[config.mk]
export PLATFORM = sky130hd
export DESIGN_NAME = cfg_regfile_apb
export DESIGN_NICKNAME = d
export VERILOG_FILES = /design/src/rtl/cfg_regfile_apb.sv
export SDC_FILE = /design/constraint.sdc
export NUM_CORES = 1
export LEC_CHECK = 0
export CORE_ASPECT_RATIO = 0.6
export CORE_MARGIN = 2
export CORE_UTILIZATION = 55
export CTS_BUF_LIST = sky130_fd_sc_hd__clkbuf_4 sky130_fd_sc_hd__clkbuf_8 sky130_fd_sc_hd__clkbuf_16
export CTS_CLUSTER_SIZE = 24
export DETAILED_ROUTE_END_ITERATION = 10
export DONT_BUFFER_PORTS = 1
export GPL_TIMING_DRIVEN = 0
export PLACE_DENSITY = 0.68
export SLEW_MARGIN = 15
export SYNTH_ARGS = -nofsm -noshare
export SYNTH_HDL_FRONTEND = slang
export SYNTH_SLANG_ARGS = --single-unit
[constraint.sdc]
create_clock -name PCLK -period 3.4 [get_ports PCLK]
set_input_delay 0.85 -clock PCLK [delete_from_list [all_inputs] [get_ports PCLK]]
set_output_delay 0.85 -clock PCLK [all_outputs]
set_load 0.05 [all_outputs]
[src/rtl/cfg_regfile_apb.sv]
// APB3 control/status register file: per-channel start/busy/done, enables, GP parameters.
// Optional interrupt (IRQ_EN register and registered irq) when CFG_IRQ_EN is defined.
module cfg_regfile_apb #(
  parameter int unsigned ADDR_W = 8,
  parameter int unsigned DATA_W = 32,
  parameter int unsigned NUM_CH = 4,
  parameter int unsigned NUM_GP = 4
) (
  input  logic                     PCLK,
  input  logic                     PRESETn,
  input  logic [ADDR_W-1:0]        PADDR,
  input  logic                     PWRITE,
  input  logic                     PSEL,
  input  logic                     PENABLE,
  input  logic [DATA_W-1:0]        PWDATA,
  output logic [DATA_W-1:0]        PRDATA,
  output logic                     PREADY,
  output logic                     PSLVERR,
  output logic [NUM_CH-1:0]        start_o,
  output logic [4*NUM_CH-1:0]      enables_o,
  output logic [NUM_GP*DATA_W-1:0] gp_o,
  input  logic [NUM_CH-1:0]        done_i,
  output logic [NUM_CH-1:0]        busy_o,
  output logic                     irq
);

  localparam int unsigned WIDX_W  = ADDR_W - 2;
  localparam int unsigned EN_W    = 4 * NUM_CH;
  localparam int unsigned GP_BASE = 4;

  typedef enum logic [1:0] {
    IDLE,
    ACCESS,
    RESP
  } state_t;

  state_t state_q, state_d;

  logic [WIDX_W-1:0] widx;
  logic              unused_addr_lsb;
  logic              is_ctrl, is_status, is_enable, is_irqen;
  logic [NUM_GP-1:0] gp_hit;
  logic              addr_ok, ctrl_conflict, err_d;
  logic              commit, wr_ok;
  logic [DATA_W-1:0] rd_data;
  logic [NUM_CH-1:0] busy_q, done_q, busy_d, done_d;
  logic [NUM_CH-1:0] done_acc, start_set, w1c;
`ifdef CFG_IRQ_EN
  logic [NUM_CH-1:0] irq_en_q;
`endif

  assign widx            = PADDR[ADDR_W-1:2];
  assign unused_addr_lsb = ^PADDR[1:0];
  assign busy_o          = busy_q;

  // FSM: one wait state between setup and response
  always_ff @(posedge PCLK or negedge PRESETn) begin
    if (!PRESETn) state_q <= IDLE;
    else          state_q <= state_d;
  end

  always_comb begin
    state_d = state_q;
    commit  = 1'b0;
    case (state_q)
      IDLE:   if (PSEL && !PENABLE) state_d = ACCESS;
      ACCESS: begin
        if (!PSEL) begin
          state_d = IDLE;
        end else if (PENABLE) begin
          commit  = 1'b1;
          state_d = RESP;
        end
      end
      RESP:    state_d = IDLE;
      default: state_d = IDLE;
    endcase
  end

  always_comb begin
    is_ctrl   = (widx == WIDX_W'(0));
    is_status = (widx == WIDX_W'(1));
    is_enable = (widx == WIDX_W'(2));
`ifdef CFG_IRQ_EN
    is_irqen  = (widx == WIDX_W'(3));
`else
    is_irqen  = 1'b0;
`endif
    gp_hit = '0;
    for (int unsigned k = 0; k < NUM_GP; k++) begin
      gp_hit[k] = (widx == WIDX_W'(GP_BASE + k));
    end
    addr_ok       = is_ctrl | is_status | is_enable | is_irqen | (|gp_hit);
    ctrl_conflict = PWRITE & is_ctrl & (|(PWDATA[NUM_CH-1:0] & busy_q));
    err_d         = ~addr_ok | ctrl_conflict;
    wr_ok         = commit & PWRITE & ~err_d;
  end

  always_comb begin
    rd_data = '0;
    if (is_status) begin
      rd_data[NUM_CH-1:0]   = busy_q;
      rd_data[16 +: NUM_CH] = done_q;
    end
    if (is_enable) rd_data[EN_W-1:0] = enables_o;
`ifdef CFG_IRQ_EN
    if (is_irqen) rd_data[NUM_CH-1:0] = irq_en_q;
`endif
    for (int unsigned k = 0; k < NUM_GP; k++) begin
      if (gp_hit[k]) rd_data = gp_o[k*DATA_W +: DATA_W];
    end
  end

  // A start can only commit on an idle channel, so done_acc never overlaps start_set;
  // done_acc is ORed last so a coincident W1C loses.
  always_comb begin
    done_acc  = done_i & busy_q;
    start_set = (wr_ok && is_ctrl)   ? PWDATA[NUM_CH-1:0]   : '0;
    w1c       = (wr_ok && is_status) ? PWDATA[16 +: NUM_CH] : '0;
    busy_d    = (busy_q & ~done_acc) | start_set;
    done_d    = (done_q & ~w1c) | done_acc;
  end

  always_ff @(posedge PCLK or negedge PRESETn) begin
    if (!PRESETn) begin
      PRDATA    <= '0;
      PREADY    <= 1'b0;
      PSLVERR   <= 1'b0;
      start_o   <= '0;
      enables_o <= '0;
      gp_o      <= '0;
      busy_q    <= '0;
      done_q    <= '0;
    end else begin
      if (commit) begin
        PREADY  <= 1'b1;
        PSLVERR <= err_d;
        PRDATA  <= PWRITE ? '0 : rd_data;
      end else if (state_q == RESP) begin
        PREADY  <= 1'b0;
        PSLVERR <= 1'b0;
        PRDATA  <= '0;
      end
      start_o <= start_set;
      if (wr_ok && is_enable) enables_o <= PWDATA[EN_W-1:0];
      for (int unsigned k = 0; k < NUM_GP; k++) begin
        if (wr_ok && gp_hit[k]) gp_o[k*DATA_W +: DATA_W] <= PWDATA;
      end
      busy_q <= busy_d;
      done_q <= done_d;
    end
  end

`ifdef CFG_IRQ_EN
  always_ff @(posedge PCLK or negedge PRESETn) begin
    if (!PRESETn) begin
      irq_en_q <= '0;
      irq      <= 1'b0;
    end else begin
      if (wr_ok && is_irqen) irq_en_q <= PWDATA[NUM_CH-1:0];
      irq <= |(done_q & irq_en_q);
    end
  end
`else
  assign irq = 1'b0;
`endif

endmodule

==> impl_metrics.toml <==
[detailed_routing]
postRouteAntennaNets = 0
number_of_violations_reported_at_the_end_of_detailed_routing_iteration_0 = 676
detail_route.drc_violations = 0
drt_pass1_iterations = 5
viasPerCell = 6.82
wl_per_cell_um = 29.8
vias = 5850
route.final.wire_length_mm = 25.6

[layout]
fillerInstances = 1157
layout.nets = 690
drive_above_1_share_pct = 31.8
multi_input_comb_area_mm2 = 0.00343
mostFrequentLayoutCell = "sky130_fd_sc_hd__dfrtp_1"
area.sequential_mm2 = 0.00480
syn2layout_area_growth_pct = 10.9
layout.cells.most_common_list = "sky130_fd_sc_hd__dfrtp_1, sky130_fd_sc_hd__mux2_2, sky130_fd_sc_hd__o21ai_0"
layout.cells.non_filler = 858

[synth]
ys_types = 50
synth_cells = 621
synth_enable_flop_cells = 0
synth.ff_latch_count = 192
synth.yosys.seq_area_share_pct = 56.5
avgSynthCellArea_um2 = 13.7
synth_warnings = 0
post_synth_main_area_contributors = "sky130_fd_sc_hd__dfrtp_1, sky130_fd_sc_hd__mux2_2, sky130_fd_sc_hd__mux2_4"
synth_largest_area_cell = "sky130_fd_sc_hd__dfrtp_1"
area_fraction_of_the_dominant_cell_type_after_synthesis_pct = 56.5
asyncSetResetFlopFracSynth_pct = 100
synth.net_count = 670
netlist_area_mm2 = 0.00850
ys_dominant_reg_cell = "sky130_fd_sc_hd__dfrtp_1"

[cts]
clock_sinks = 192
root_buffer = "sky130_fd_sc_hd__clkbuf_16"
cts_resized = 0
cts.repair_timing.setup_buffer_count = 0
post_cts_hold_buffer_count = 0
cts_max_level = 4
worst_setup_hold_path_clk_slew_ns = 0.09
numCtsBuffers = 17
cts_tree = "built"
clock_latency_ns = 0.44
clock_path_buffers = 2

[sta]
period_minus_slack_ns = 3.15
hold_viol = 0
fmax_mhz = 317
fin_ws_ns = 0.247
worst_slew_pin_slew_ns = 1.09
finClkSkew_ns = 0.0186
period_share_pct = 92.7
final-setup-viol-count = 0
drv_slew = 0
relSlewSlack_pct = 27.0
grt_setup_unrepaired = "no"

[global_routing]
grt_remaining_overflow = 0
grt_pass1_vias = 5882
globalRouteTotalUtil_pct = 31.3
grt_first_pass_wirelength_mm = 37.7
antenna_found_initial = 0
pin_count_of_the_biggest_net_entering_global_routing = 193

[floorplan]
die_w_um = 165
core_region_area_mm2 = 0.0152
rows = 35
fp.dieArea_mm2 = 0.0165
floorplan.initialDensity_pct = 55.8
floorplan.io_pins = 236
floorplan.die.height_um = 100

[setup_path]
worstSetupStartpointType = "input port"
critical_path.reg2reg.endpoint = "enables_o[13]"
cp_max_fo = 10
worstPathRequired_ns = 3.71
setup.worst_path.end_class = "flip-flop"
timing_endpoint_of_the_critical_path = "gp_o[74]"
arrival_ns = 3.47
setup.worst_path.start = "PADDR[2]"
ff2ff_path_depth = 6
worst_r2r_startpoint = "state_q[1]"
r2r_slack_ns = 0.27
worst-setup-path-type = "in -> reg"

[place]
place.port_buffers = 0
detailed_place_hpwl_mm = 18.4
dp_slack_ns = -0.0554
numPlacedInstances = 825
gp_routability_congestion = 0.910

[power_and_ir_drop]
power.density_cell_area_mw_per_mm2 = 489
ir_drop_v = 0.000301
power.static_leakage_nw = 4.31

[hold_path]
hold_class = "in -> async"

[job]
maxCapViolations = 0

[status]
outcome = "finished clean"
## critical path, stage by stage
cell	delay, ns
sky130_fd_sc_hd__clkbuf_1	0.32
sky130_fd_sc_hd__nor4b_2	0.85
sky130_fd_sc_hd__nand2_1	0.43
sky130_fd_sc_hd__nor3_4	0.40
sky130_fd_sc_hd__buf_6	0.24
sky130_fd_sc_hd__mux2_2	0.36
## logic make-up (layout without fill, tap and decap cells)
logic type,after synthesis,count (layout),share of synthesized area [%]
AO/OA/AOI/OAI,120,120,11.0
buffers and inverters,48,81,3.35
flip-flops,192,192,56.5
multiplexers,160,160,21.9
other,1,2,0.0441
AND/OR/NAND/NOR,100,100,7.16
## through the flow
stage	area (um^2)	total power [mW]	util, %	setup TNS, ns	hold slack (ns)
2_1_floorplan	8500	2.46	-	0	0.419
3_3_place_gp	8760	2.49	57.5	-0.451	0.485
3_5_place_dp	8770	2.49	57.5	-0.997	0.487
4_1_cts	9420	4.62	61.8	0	0.0917
5_1_grt	9430	4.74	61.8	0	0.0807
6_report	9430	4.61	61.9	0	0.0959
## cell type report
cell class / instances / area share, %
clock inverters: 14 / 2.23
multi-input cells: 381 / 36.4
flip-flops and latches: 192 / 51.0
diodes: 1 / 0.0265
repair buffers: 1 / 0.0531
plain buffers: 42 / 2.79
well taps: 203 / 2.69
clock buffers: 18 / 4.66
inverters: 6 / 0.239
## layer usage
metal,GRT usage (%),share of wire [%],up-vias
met5,0,0,-
met4,8.03,1.3,0
met3,11.6,12,21
met2,43.5,42,295
met1,46.6,45,3114
li1,-,-,2420
## report_power, final
part | internal (mW) | switching [mW] | leakage (nW)
registers | 2.30 | 0.0544 | 2.67
logic | 0.0308 | 0.0665 | 1.33
clock network | 1.16 | 0.994 | 0.316
## state kept, by name, indices dropped and copies added, names as in the netlist
| name | cells |
|---|---|
| state_q | 2 |
| PRDATA | 32 |
| start_o | 4 |
| PREADY | 1 |
| PSLVERR | 1 |
| done_q | 4 |
| gp_o | 128 |
| busy_o | 4 |
| enables_o | 16 |
## cell usage after synthesis (6+ instances only)
master / instances
sky130_fd_sc_hd__a221oi_1: 22
sky130_fd_sc_hd__a22oi_1: 8
sky130_fd_sc_hd__a32oi_1: 10
sky130_fd_sc_hd__and3_1: 13
sky130_fd_sc_hd__buf_6: 13
sky130_fd_sc_hd__clkbuf_1: 22
sky130_fd_sc_hd__dfrtp_1: 192
sky130_fd_sc_hd__inv_1: 6
sky130_fd_sc_hd__mux2_1: 7
sky130_fd_sc_hd__mux2_2: 123
sky130_fd_sc_hd__mux2_4: 20
sky130_fd_sc_hd__mux2i_1: 10
sky130_fd_sc_hd__nand2_1: 22
sky130_fd_sc_hd__nor2_1: 12
sky130_fd_sc_hd__nor3_1: 21
sky130_fd_sc_hd__o21ai_0: 31
sky130_fd_sc_hd__o221ai_1: 18
## worst min-delay path by stage
stage | start | endpoint | depth (start not counted) | slack, ns
after floorplan | state_q[1] | state_q[0] | 1 | 0.42
after global placement | done_q[3] | done_q[3] | 1 | 0.48
after detailed placement | done_q[0] | done_q[0] | 1 | 0.49
after CTS | PRESETn | gp_o[87] | 0 | 0.09
after global routing | PRESETn | gp_o[87] | 0 | 0.08
final | PRESETn | gp_o[87] | 0 | 0.1
(Power assumes the default switching activity.)
